--- src/rtl/vend_ctrl.sv ---
// Vending-machine controller: four slots at a common price, with coin
// acceptance, product selection, dispenser handshake with a timeout,
// change return and per-slot stock tracking. All outputs are registered.
module vend_ctrl #(
    parameter int PRICE      = 15,
    parameter int STOCK_INIT = 3,
    parameter int TIMEOUT    = 200
) (
    input  logic       clk,
    input  logic       rst,
    input  logic       coin_valid,
    input  logic [4:0] coin,
    input  logic       sel_valid,
    input  logic [1:0] sel,
    input  logic       cancel,
    input  logic       restock,
    input  logic       disp_done,
    output logic       disp_req,
    output logic [1:0] disp_slot,
    output logic [7:0] credit,
    output logic       change_valid,
    output logic [7:0] change_amt,
    output logic       coin_rej,
    output logic       sel_err,
    output logic       fault,
    output logic [3:0] empty
);

    typedef enum logic [1:0] {IDLE, CREDIT, VEND, CHANGE} state_t;

    localparam int              CNT_W    = $clog2(TIMEOUT + 1);
    localparam logic [7:0]       PRICE_C  = 8'(PRICE);
    localparam logic [3:0]       STOCK_C  = 4'(STOCK_INIT);
    localparam logic [CNT_W-1:0] CNT_LAST = CNT_W'(TIMEOUT - 1);

    state_t           state;
    logic [3:0]       stock [4];
    logic [CNT_W-1:0] cnt;

    // Credit plus incoming coin, one bit wider so an overflow past 255 is visible.
    logic [8:0] sum;
    // Credit left over after paying for the item being dispensed.
    logic [7:0] remain;

    assign sum    = {1'b0, credit} + {4'b0000, coin};
    assign remain = credit - PRICE_C;

    // Only 5, 10 and 25 cent coins are accepted.
    function automatic logic coin_ok(input logic [4:0] c);
        return (c == 5'd5) || (c == 5'd10) || (c == 5'd25);
    endfunction

    // Main controller FSM: state, credit, stock, dispense timer and all pulse outputs.
    always_ff @(posedge clk) begin
        if (rst) begin
            state        <= IDLE;
            credit       <= 8'd0;
            cnt          <= '0;
            disp_req     <= 1'b0;
            disp_slot    <= 2'd0;
            change_valid <= 1'b0;
            change_amt   <= 8'd0;
            coin_rej     <= 1'b0;
            sel_err      <= 1'b0;
            fault        <= 1'b0;
            for (int i = 0; i < 4; i++) stock[i] <= STOCK_C;
        end else begin
            // Pulse outputs default low; a branch below raises them for one cycle.
            coin_rej     <= 1'b0;
            sel_err      <= 1'b0;
            fault        <= 1'b0;
            change_valid <= 1'b0;
            change_amt   <= 8'd0;
            case (state)
                IDLE, CREDIT: begin
                    if (state == IDLE && restock) begin
                        for (int i = 0; i < 4; i++) stock[i] <= STOCK_C;
                    end
                    // cancel beats coin beats selection; losers are dropped silently.
                    if (state == CREDIT && cancel) begin
                        state        <= CHANGE;
                        change_valid <= 1'b1;
                        change_amt   <= credit;
                        credit       <= 8'd0;
                    end else if (coin_valid) begin
                        if (coin_ok(coin) && !sum[8]) begin
                            credit <= sum[7:0];
                            state  <= CREDIT;
                        end else begin
                            coin_rej <= 1'b1;
                        end
                    end else if (sel_valid) begin
                        if (state == CREDIT && credit >= PRICE_C && stock[sel] != 4'd0) begin
                            state     <= VEND;
                            disp_req  <= 1'b1;
                            disp_slot <= sel;
                            cnt       <= '0;
                        end else begin
                            sel_err <= 1'b1;
                        end
                    end
                end
                VEND: begin
                    if (coin_valid) coin_rej <= 1'b1;
                    if (disp_done) begin
                        stock[disp_slot] <= stock[disp_slot] - 4'd1;
                        disp_req         <= 1'b0;
                        credit           <= 8'd0;
                        if (remain != 8'd0) begin
                            state        <= CHANGE;
                            change_valid <= 1'b1;
                            change_amt   <= remain;
                        end else begin
                            state <= IDLE;
                        end
                    end else if (cnt == CNT_LAST) begin
                        // Dispenser never answered: refund everything, keep stock.
                        fault        <= 1'b1;
                        disp_req     <= 1'b0;
                        state        <= CHANGE;
                        change_valid <= 1'b1;
                        change_amt   <= credit;
                        credit       <= 8'd0;
                    end else begin
                        cnt <= cnt + 1'b1;
                    end
                end
                CHANGE: begin
                    if (coin_valid) coin_rej <= 1'b1;
                    state <= IDLE;
                end
                default: state <= IDLE;
            endcase
        end
    end

    // Registered empty flags, one cycle behind the stock registers.
    always_ff @(posedge clk) begin
        if (rst) begin
            empty <= 4'b0000;
        end else begin
            for (int i = 0; i < 4; i++) empty[i] <= (stock[i] == 4'd0);
        end
    end

endmodule

--- config.mk ---
export PLATFORM = sky130hd
export DESIGN_NAME = vend_ctrl
export DESIGN_NICKNAME = d
export VERILOG_FILES = /design/src/rtl/vend_ctrl.sv
export SDC_FILE = /design/constraint.sdc
export NUM_CORES = 1
export LEC_CHECK = 0
export BUFFER_PORTS_ARGS = -buffer_cell sky130_fd_sc_hd__buf_2
export CELL_PAD_IN_SITES_DETAIL_PLACEMENT = 1
export CELL_PAD_IN_SITES_GLOBAL_PLACEMENT = 2
export CORE_AREA = 2 2 90 92
export CTS_BUF_LIST = sky130_fd_sc_hd__clkbuf_4 sky130_fd_sc_hd__clkbuf_8 sky130_fd_sc_hd__clkbuf_16
export DETAILED_ROUTE_END_ITERATION = 16
export DIE_AREA = 0 0 92 94
export PLACE_DENSITY = 0.89
export SYNTH_ARGS = -nofsm -noshare
export SYNTH_HDL_FRONTEND = slang
export SYNTH_SLANG_ARGS = --single-unit
--- constraint.sdc ---
create_clock -name clk -period 6.24 [get_ports clk]
set_input_delay 1.248 -clock clk [delete_from_list [all_inputs] [get_ports clk]]
set_output_delay 1.248 -clock clk [all_outputs]
set_load 0.1 [all_outputs]
## Word level (Yosys, flattened, before mapping)

Memory sizes are Yosys's and may differ from the RTL's. A register that Yosys moved wholly into a read port is not among the register bits.
Index checks and enable logic that the tools add are counted.

- Muxes and demuxes: 64
- Add/subtract/negate cells: 4
- Magnitude comparators: 1
- Bitwise operators: 9
- Reduce and logical (&&, ||, !) cells: 26
- Eq/ne operators: 19

Operator list:

| kind | number |
|---|---|
| 8-bit two-way mux | 15 |
| 8-bit case mux with 2 select lines | 3 |
| 1-bit two-way mux | 26 |
| 2-bit two-way mux | 11 |
| 4-bit two-way mux | 5 |
| 4-bit zero test | 4 |
| 2-bit != test, second input constant | 6 |
| 4-bit != test, second input constant | 3 |
| 8-bit by 5-bit adder with 9-bit output | 1 |
| 3-bit != test, second input constant | 3 |
| 8-bit by 1-bit adder with 8-bit output, second input constant | 1 |
| 8-bit equality test, second input constant | 1 |
| 8-bit by 4-bit greater-or-equal comparator with 1-bit output, second input constant | 1 |
| 4-bit AND reduction | 2 |
| 8-bit nonzero test | 1 |
| 8-bit by 4-bit subtractor with 8-bit output, second input constant | 1 |
| 7-bit AND reduction | 1 |
| 1-bit case mux with 2 select lines | 3 |
| 2-bit case mux with 3 select lines | 1 |
| 6-bit AND reduction | 1 |
| 5-bit by 3-bit equality test with 1-bit output, second input constant | 1 |
| 5-bit by 4-bit equality test with 1-bit output, second input constant | 1 |
| 5-bit equality test, second input constant | 1 |
| 1-bit logical AND | 5 |
| other kinds (15) | 25 |

- Logic and storage cells: 135
- Memories kept: 1
- RAM bits: 16
- Output and inout port bits: 27
- Bits of input ports: 14
- Register bits after elaboration: 37

Memory list:

| name | words | width | rd ports | clocked after memory_dff | write ports | RTL line | source |
|---|---|---|---|---|---|---|---|
| stock | 4 | 4 | 6 | 1 | 4 | 37 | `logic [3:0] stock [4];` |

## Logic depth before layout (Yosys ltp)

Gate-level depths: netlist of run 1.

- Depth after elaboration: 8
- Depth in mapped cells: 10
- Depth with buffers taken out: 9

## Worst setup path after synthesis of run 1

Ideal clock, no wire load.

- Kind: in2reg
- Start point: input coin[0]
- End point: register credit[2]
- Arrival time: 2.956 ns
- Slack: 3.213 ns
- Cell stages on the path: 9
- Library setup time: 0.070 ns
- Required time: 6.170 ns
- Path buffers: 0
- Path through: ha_1 inv_1 fa_1 nor2b_1 o2111ai_1 a21oi_1 a211o_1 or4_1 a21oi_1

- Word-level cells in the longest chain between the ends: 6
- Elaborated cells between the ends (all ways): 14
- Classes of those cells: add/sub (1); eq/ne (4); mux (4); reduce/logical (5)

Ends and longest elaborated chain:

| element | RTL line | source |
|---|---|---|
| start, declared | 12 | `input logic [4:0] coin,` |
| branches (longest 6 deep; another with 8-bit by 5-bit adder with 9-bit output) | -- |  |
| end signal, assigned | 87 | `credit <= sum[7:0];` |
| end, declared | 20 | `output logic [7:0] credit,` |

Several ways; the timed one is not identified. The select of a mux whose other input is x is not followed.
A chain may end at the register's enable or synchronous reset.

## Worst setup path after layout of run 1

- Start point: input coin[0]
- End point: register credit[6]

Same word-level chain as after synthesis.

==> results.yml, run 1 <==
detailed_routing:
  routedWlPerCell_um: 16.93
  num_vias: 2405
  drt_wl_total_um: 7434
  drt_iter0_markers: 79
  dr.pass1.iters: 4
  via_per_inst: 5.478
  route.detailed.drc: 0
  antenna_left: 0
logic_synthesis:
  ys_ff_latch: 55
  syn_area_sq_um: 2833
  ys_seq_area_frac: 0.4452
  syn_inst: 301
  ys_async_sr_fraction: 0
  synth-main-ff-cell: "dfxtp_1"
  synth_edf_count: 16
  synth_nets: 324
  ys_types: 58
  avgSynthCellArea_sq_um: 9.411
  synth_warnings: 0
global_routing:
  grt_pass1_wl_um: 12120
  overflow: 0
  grt_max_degree: 21
  grt_pass1_vias: 2437
  track_usage: 0.1793
  antenna_found_initial: 0
clock_network:
  post-cts-setup-buffers: 0
  cts_sinks: 55
  clk_pin_slew_ns: 0.10
  htreeDepth: 2
  cts_root_buffer: "clkbuf_8"
  cts_buffer_depth: 2
  cts_hold_buf: 0
  cts_tree: "built"
  cts.repair.resized: 0
  cts_inserted_buffers: 5
  clock_latency_ns: 0.33
floorplanning:
  die_y_um: 94
  die-area_sq_um: 8648
  start_util: 0.3724
  core_sq_um: 7607
  rows: 32
  ios: 41
  fp.dieW_um: 92
final_layout:
  multi_input_area_sq_um: 1476
  fillerInstances: 929
  synthToLayoutAreaGrowth_pct: 12.90
  final_common_cell: "buf_2"
  final_cell_mix: "buf_2 (40), dfxtp_1 (39), nand2_1 (36)"
  fin_area_sq_um: 3198
  nets: 359
  antenna_cells: 0
  drive_gt1_frac: 0.1899
  seqCellArea_sq_um: 1261
timing:
  hold_viol: 0
  skew_ns: 0.02170
  fin_crit_sh: 0.5065
  finalSetupViolations: 0
  rsz0062_at_grt: "no"
  fmax_mhz: 316.4
  period_minus_slack_ns: 3.160
  tightest_slew_ns: 0.6577
  relSlewSlack: 0.5606
  slew_violations: 0
  fin_setup_tns_ns: 0
place:
  place_area_sq_um: 3095
  hpwl_um: 5668
  globalplace.congestion: 0.8453
  portBuffers: 40
power_and_ir_drop:
  power.density_nw_per_um2: 239.2
  max-vdd-ir-drop_uv: 84.35
  power.total_mw: 0.7650
  p_leak_nw: 1.239
outcome:
  outcome: "complete, no violations"
flow_run:
  maxCapViolations: 0
min_path:
  min_path_type: "reg2reg"
worst_setup_path:
  worstSetupStartpointType: "input pin"
  cp.required_ns: 6.49
  cp_max_fo: 16
  crit_type: "in2reg"
  crit_arrival_ns: 3.41
  end_kind: "register"
  r2r_slack_ns: 3.58
report_power, final:
part / internal (mW) / leakage [nW] / total (mW) / switching, mW
combinational: 0.0409 / 0.727 / 0.146 / 0.105
clock: 0.0857 / 0.0519 / 0.223 / 0.137
sequential: 0.380 / 0.460 / 0.396 / 0.0157
per-stage QoR:
step             util  std cells  worst slack (ns)  hold WS, ns
2_1_floorplan       -        301             3.213       0.4792
3_3_place_gp   0.4069        431             2.850       0.4765
3_5_place_dp   0.4069        431             2.772       0.4824
4_1_cts        0.4204        439             3.094       0.5094
5_1_grt        0.4204        439             2.942       0.5707
6_report       0.4204        439             3.080       0.5051
Yosys cell counts, drive strengths merged (6+ instances only):
| cell type | n | share of area |
|---|---|---|
| dfxtp | 39 | 0.28 |
| nand2 | 36 | 0.048 |
| nor2 | 34 | 0.045 |
| a21oi | 25 | 0.044 |
| edfxtp | 16 | 0.17 |
| o21ai | 11 | 0.021 |
| ha | 8 | 0.035 |
| clkbuf | 7 | 0.0093 |
| inv | 7 | 0.0093 |
| nand4 | 7 | 0.015 |
| and2 | 6 | 0.014 |
| nand3 | 6 | 0.011 |
| nor4 | 6 | 0.015 |
metal layers:
metal  part of all wire  up-vias  global-route usage  wire length, um
met5                  0        -                   0                0
met4              0.024        0             0.06592              175
met3              0.041       18             0.03130              302
met2               0.49       55              0.3180             3624
met1               0.45     1165              0.2184             3332
li1                   -     1167                   -                -
registers in the layout (all words and copies together), names as in the netlist, named ones only:
| signal | flops |
|---|---|
| disp_slot | 2 |
| change_amt | 8 |
| coin_rej | 1 |
| disp_req | 1 |
| credit | 8 |
| stock | 16 |
| state | 2 |
| fault | 1 |
| empty | 4 |
| sel_err | 1 |
| change_valid | 1 |
| cnt | 8 |
kinds of logic (layout without fill, tap and decap cells):
family	count (synthesis)	count (layout)	synth area share
and+or+nand+nor	130	130	0.2332
AOI/OAI and AO/OA	67	67	0.1572
DFF	55	55	0.4452
muxes	10	10	0.05742
buffers and inverters	20	56	0.03357
adders and majority gates	9	9	0.04240
xor gates and xnor gates	10	10	0.03092
path summary, 6_finish.rpt:
path,from,to,depth (start not counted)
min reg2reg,disp_req$_SDFFE_PP0P_,disp_req$_SDFFE_PP0P_,2
max reg2reg,cnt[0]$_SDFFE_PP0P_,credit[6]$_SDFFE_PP0P_,7
max,coin[0],credit[6]$_SDFFE_PP0P_,10
min,disp_req$_SDFFE_PP0P_,disp_req$_SDFFE_PP0P_,2
final cells by class:
type / count / area share
Sequential cell: 55 / 0.3944
Clock inverter: 3 / 0.01056
Tap cell: 102 / 0.03991
Multi-Input combinational cell: 226 / 0.4617
Timing Repair Buffer: 40 / 0.06260
Clock buffer: 5 / 0.02152
Inverter: 8 / 0.009390
critical path, stage by stage:
cell       delay, ns
buf_2           0.11
ha_1            0.23
inv_1           0.08
fa_1            0.17
nor2b_1         0.06
o2111ai_1       0.22
a21oi_1         0.15
a211o_1         0.43
or4b_1          0.55
a21oi_1         0.15
Power figures use the tool's default switching activity.
==> inputs of run 2 (changes only) <==
--- a/config.mk
+++ b/config.mk
@@ -8,11 +8,11 @@
 export BUFFER_PORTS_ARGS = -buffer_cell sky130_fd_sc_hd__buf_2
 export CELL_PAD_IN_SITES_DETAIL_PLACEMENT = 1
 export CELL_PAD_IN_SITES_GLOBAL_PLACEMENT = 2
-export CORE_AREA = 2 2 90 92
+export CORE_AREA = 2 2 98 100
 export CTS_BUF_LIST = sky130_fd_sc_hd__clkbuf_4 sky130_fd_sc_hd__clkbuf_8 sky130_fd_sc_hd__clkbuf_16
 export DETAILED_ROUTE_END_ITERATION = 16
-export DIE_AREA = 0 0 92 94
-export PLACE_DENSITY = 0.89
+export DIE_AREA = 0 0 100 102
+export PLACE_DENSITY = 0.81
 export SYNTH_ARGS = -nofsm -noshare
 export SYNTH_HDL_FRONTEND = slang
 export SYNTH_SLANG_ARGS = --single-unit
==> constraint.sdc (replaced) <==
create_clock -name clk -period 2.89 [get_ports clk]
set_input_delay 0.578 -clock clk [delete_from_list [all_inputs] [get_ports clk]]
set_output_delay 0.578 -clock clk [all_outputs]
set_load 0.1 [all_outputs]
==> run 2 against run 1 <==
- final area up 2.0%
- core utilization down 6.2 points
- flip-flop and latch count unchanged
- register-to-register slack worse by 3.2 ns
- non-clock buffer count up 5
- hold slack worse by 0.0010 ns
- combinational power up 130%
- first-iteration DRC count down 18%
- die area up 18%
- critical path type is now reg2reg
==> results.yml, run 2 (synthesis gave the netlist of run 1 again) <==
outcome:
  outcome: "complete, no violations"
final_layout:
  synthToLayoutAreaGrowth_pct: 15.19
  antenna_cells: 0
  instances_no_fill: 453
  regMostFlops: "stock"
  final_cell_mix: "buf_2 (40), dfxtp_1 (37), nand2_1 (36)"
  drive_gt1_frac: 0.2076
  fin_area_sq_um: 3263
  largest_reg_flops: 16
  nets: 364
  fillerInstances: 1075
  final_common_cell: "buf_2"
worst_setup_path:
  crit_arrival_ns: 2.69
  crit_top_cell: "a21oi_1"
  path_cells: "ha_1 > inv_1 > fa_1 > nor2b_1 > o2111ai_1 > a21oi_1 > a211o_1 > or2_2 > a21oi_1"
  crit_start: "credit[0]$_SDFFE_PP0P_"
  cp_max_fo: 16
  worstSetupStartpointType: "register"
  cp.required_ns: 3.07
  end_kind: "register"
  critPathSlowestCell: "dfxtp_2"
  r2r-start: "credit[0]$_SDFFE_PP0P_"
  crit_type: "reg2reg"
  critical-path-max-stage-delay_ns: 0.43
timing:
  fin_crit_sh: 0.8670
  hold_viol: 0
  fin_setup_tns_ns: 0
  fmax_mhz: 399.1
  relSlewSlack: 0.6293
  tightest_slew_ns: 0.5524
  finalSetupViolations: 0
  slew_violations: 0
  period_minus_slack_ns: 2.506
  skew_ns: 0.01466
  rsz0062_at_grt: "no"
  holdWs_ns: 0.5041
clock_network:
  cts_buffer_depth: 2
  cts.repair.resized: 0
  cts_hold_buf: 0
  cts_sinks: 55
  clk_pin_slew_ns: 0.10
  cts_inserted_buffers: 5
  cts_tree: "built"
  htreeDepth: 2
  post-cts-setup-buffers: 0
  clock_latency_ns: 0.32
  cts_root_buffer: "clkbuf_8"
power_and_ir_drop:
  max-vdd-ir-drop_uv: 217.8
  p_leak_nw: 1.273
  power.density_nw_per_um2: 525.5
flow_run:
  maxCapViolations: 0
floorplanning:
  ios: 41
  fp.dieW_um: 100
  die_y_um: 102
  die-area_sq_um: 10200
  start_util: 0.3110
  core_sq_um: 9109
  rows: 35
place:
  place_inst: 445
  place_area_sq_um: 3147
  portBuffers: 40
  globalplace.congestion: 0.8774
  hpwl_um: 5803
detailed_routing:
  antenna_left: 0
  via_per_inst: 5.424
  num_vias: 2457
  dr.pass1.iters: 4
  drt_wl_total_um: 7575
  route.detailed.drc: 0
  routedWlPerCell_um: 16.72
  drt_iter0_markers: 65
global_routing:
  grt_pass1_wl_um: 12410
  grt_pass1_vias: 2467
  grt_max_degree: 21
  antenna_found_initial: 0
  track_usage: 0.1544
  overflow: 0
min_path:
  min_from: "sel_valid"
  min_path_type: "in2reg"
## run 2: changes by cell type in the layout (fill, tap and decap cells not counted), sizes merged
cell and change:
buf +5, inv -1, bufinv +1
## run 2: per-stage QoR
| step | utilization | setup WS [ns] | power (mW) |
|---|---|---|---|
| floorplan | - | 0.05870 | 1.109 |
| global placement | 0.3455 | 0.1585 | 1.188 |
| detailed placement | 0.3455 | 0.06257 | 1.196 |
| CTS | 0.3582 | 0.3802 | 1.730 |
| global route | 0.3582 | 0.1018 | 1.795 |
| finish | 0.3582 | 0.3844 | 1.715 |
## run 2: cell type report
| cell class | count | area (sq um) | area share |
|---|---|---|---|
| Multi-Input combinational cell | 226 | 1476 | 0.4525 |
| Sequential cell | 55 | 1264 | 0.3873 |
| Timing Repair Buffer | 45 | 237.7 | 0.07285 |
| Tap cell | 111 | 138.9 | 0.04256 |
| Clock buffer | 5 | 68.82 | 0.02109 |
| Clock inverter | 3 | 47.55 | 0.01457 |
| Inverter | 8 | 30.03 | 0.009202 |
## run 2: metal layers
metal  share of wire  global-route usage  wire (um)  vias to the layer above
met5               0                   0          0                        -
met4          0.0098             0.04426         74                        0
met3           0.028             0.02531        209                        7
met2            0.51              0.2729       3840                       40
met1            0.46              0.1958       3450                     1228
li1                -                   -          -                     1182
## run 2: worst paths after layout
path,slack [ns],to,depth (start not counted)
hold reg to reg,0.54,credit[0]$_SDFFE_PP0P_,2
setup / recovery,0.38,credit[0]$_SDFFE_PP0P_,9
setup reg to reg,0.38,credit[0]$_SDFFE_PP0P_,9
hold / removal,0.50,sel_err$_SDFF_PP0_,3
## run 2: where the power goes
group	internal, mW	switching, mW
Combinational	0.0952	0.238
Sequential	0.822	0.0247
Clock	0.263	0.272
Total	1.18	0.535
## run 2: critical path, delay by kind of cell (launching register included)
kind / cells / cell delay (ns)
simple gates: 2 / 0.39
flops: 1 / 0.43
fa+ha+maj: 2 / 0.58
compound gates: 4 / 0.91
buf+inv: 1 / 0.07
==> inputs of run 3 (changes only) <==
==> config.mk (replaced) <==
export PLATFORM = sky130hd
export DESIGN_NAME = vend_ctrl
export DESIGN_NICKNAME = d
export VERILOG_FILES = /design/src/rtl/vend_ctrl.sv
export SDC_FILE = /design/constraint.sdc
export NUM_CORES = 1
export LEC_CHECK = 0
export ABC_AREA = 1
export BUFFER_PORTS_ARGS = -buffer_cell sky130_fd_sc_hd__buf_2
export CELL_PAD_IN_SITES_DETAIL_PLACEMENT = 1
export CELL_PAD_IN_SITES_GLOBAL_PLACEMENT = 2
export CORE_AREA = 2 2 108 110
export CTS_BUF_LIST = sky130_fd_sc_hd__clkbuf_4 sky130_fd_sc_hd__clkbuf_8 sky130_fd_sc_hd__clkbuf_16
export DETAILED_ROUTE_END_ITERATION = 16
export DIE_AREA = 0 0 110 112
export PLACE_DENSITY = 0.84
export SYNTH_ARGS = -nofsm -noshare
export SYNTH_HDL_FRONTEND = slang
export SYNTH_SLANG_ARGS = --single-unit
==> run 3 against run 2 <==
- cell count is 37% higher
- sequential power is 13% higher
- register-to-register slack better by 0.20 ns
- via count is 24% higher
- final area is 13% higher
- area after synthesis is 11% higher
- sequential share of layout area is 4.4 points lower
- die area is 21% higher
- clock-buffer cell count stayed put
- combinational power grew to 2.7 times the previous value
- largest cell class unchanged
- highest routed layer unchanged
==> results.yml, run 3 <==
timing:
  hold_viol: 0
  fin_crit_sh: 0.7987
  holdWs_ns: 0.4852
  period_minus_slack_ns: 2.308
  rsz0062_at_grt: "no"
  fin_setup_tns_ns: 0
  fmax_mhz: 433.3
  slew_violations: 0
  skew_ns: 0.008230
  finalSetupViolations: 0
  tightest_slew_ns: 0.5590
  relSlewSlack: 0.6256
final_layout:
  final_common_cell: "nand2_1"
  final_cell_mix: "nand2_1 (98), nor2_1 (78), inv_1 (45)"
  drive_gt1_frac: 0.1569
  largest_reg_flops: 16
  regMostFlops: "stock"
  nets: 500
  synthToLayoutAreaGrowth_pct: 17.07
  antenna_cells: 0
logic_synthesis:
  yosysMostFrequentCell: "nand2_1"
  yosys-top-cells-count: "nand2_1 (98), nor2_1 (78), inv_1 (45)"
  synth_top_area_share: 0.2489
  ys_seq_area_frac: 0.4021
  ys_async_sr_fraction: 0
  ys_ff_latch: 55
  synth_edf_count: 16
  ys_types: 39
  syn_inst: 437
  syn_area_sq_um: 3137
  synth_nets: 460
  avgSynthCellArea_sq_um: 7.178
  synth_top_cells_by_area: "dfxtp_1 (25%), edfxtp_1 (15%), nand2_1 (12%), nor2_1 (9.3%), a21oi_1 (5.4%)"
  synth-main-ff-cell: "dfxtp_1"
  synth_top_cell_by_area: "dfxtp_1"
  synth_warnings: 0
min_path:
  min_path_type: "reg2reg"
  min_from: "disp_req$_SDFFE_PP0P_"
flow_run:
  maxCapViolations: 0
clock_network:
  cts_buffer_depth: 2
  htreeDepth: 2
  cts_inserted_buffers: 5
  clk_pin_slew_ns: 0.08
  cts_root_buffer: "clkbuf_16"
  cts_sinks: 55
  post-cts-setup-buffers: 0
  cts_tree: "built"
  clock_latency_ns: 0.30
  cts.repair.resized: 0
  cts_hold_buf: 0
worst_setup_path:
  critPathSlowestCell: "dfxtp_1"
  worstSetupStartpointType: "register"
  critical-path-max-stage-delay_ns: 0.47
  cp_max_fo: 13
  r2r-start: "credit[0]$_SDFFE_PP0P_"
  crit_start: "credit[0]$_SDFFE_PP0P_"
  crit_top_cell: "nand2_1"
  cp.required_ns: 3.09
  crit_arrival_ns: 2.51
  path_cells: "ha_1 > inv_1 > fa_1 > inv_1 > nand3_1 > nand2_1 > a21oi_1 > nand2_1 > nand2_1 > nand2_2 > inv_2 > nand2_1 > nand2_1 > inv_1 > nor2_1"
  end_kind: "register"
  path_buf_inv: 4
  critPathTopFamily: "simple AND/OR/NAND/NOR gates"
  crit_type: "reg2reg"
power_and_ir_drop:
  power.density_nw_per_um2: 721.6
  max-vdd-ir-drop_uv: 349.2
  p_leak_nw: 1.598
detailed_routing:
  drt_iter0_markers: 145
  via_per_inst: 4.899
  route.detailed.drc: 0
  routedWlPerCell_um: 15.29
  num_vias: 3042
  antenna_left: 0
  drt_wl_total_um: 9492
  dr.pass1.iters: 4
outcome:
  outcome: "complete, no violations"
floorplanning:
  die-area_sq_um: 12320
  rows: 39
  core_sq_um: 11170
  die_y_um: 112
  fp.dieW_um: 110
  start_util: 0.2807
  ios: 41
global_routing:
  antenna_found_initial: 0
  grt_max_degree: 26
  grt_pass1_vias: 3188
  overflow: 0
  track_usage: 0.1648
  grt_pass1_wl_um: 15820
place:
  portBuffers: 40
  globalplace.congestion: 0.8008
  hpwl_um: 7390
## run 3: worst register-to-register path: cells and delay by family, from the launching register on
kind	cells	cell delay (ns)
AOI/OAI and AO/OA	1	0.07
adders and majority gates	2	0.63
buffers and inverters	4	0.26
DFF	1	0.47
and+or+nand+nor	8	0.77
## run 3: worst paths after layout
path,endpoint,depth (start not counted),slack [ns]
setup / recovery,credit[7]$_SDFFE_PP0P_,15,0.58
hold / removal,disp_req$_SDFFE_PP0P_,2,0.49
setup reg to reg,credit[7]$_SDFFE_PP0P_,15,0.58
hold reg to reg,disp_req$_SDFFE_PP0P_,2,0.49
## run 3: layout make-up
| class | count | area [sq um] |
|---|---|---|
| clock buffers | 5 | 125.1 |
| clock inverters | 3 | 71.32 |
| fillers | 1393 | 7502 |
| inverters | 51 | 196.4 |
| multi-input cells | 322 | 1624 |
| flip-flops and latches | 55 | 1261 |
| well taps | 143 | 178.9 |
| repair buffers | 42 | 215.2 |
## run 3: power breakdown
part           total (mW)  internal, mW  leakage (nW)  switching (mW)
Combinational       0.901         0.212          1.04           0.688
Sequential          0.952         0.860         0.461          0.0923
Clock               0.797         0.503        0.0959           0.294
## run 3: cells by family (layout without fill, tap and decap cells)
group,after synthesis,after routing,share of synthesized area
adder cells (fa/ha/maj),9,9,0.03829
AND/OR/NAND/NOR,241,241,0.3442
flip-flops,55,55,0.4021
XOR/XNOR,5,5,0.01396
AO/OA/AOI/OAI,67,67,0.1213
buffers and inverters,60,101,0.08017
## run 3: layer usage
layer,vias up,wire [um],global-route usage
met5,-,0,0
met4,0,181,0.05401
met3,15,270,0.02518
met2,59,4806,0.2916
met1,1451,4233,0.2006
li1,1517,-,-
## run 3: metrics by stage
stage | std cells | util | instance area, sq um | power, mW | setup slack (ns)
6_report | 621 | 0.3286 | 3672 | 2.650 | 0.5819
5_1_grt | 621 | 0.3286 | 3672 | 2.804 | 0.3282
4_1_cts | 621 | 0.3286 | 3672 | 2.679 | 0.5800
3_5_place_dp | 613 | 0.3111 | 3476 | 1.874 | 0.4135
3_3_place_gp | 613 | 0.3111 | 3476 | 1.853 | 0.5632
2_1_floorplan | 437 | - | 3137 | 1.647 | 0.2409
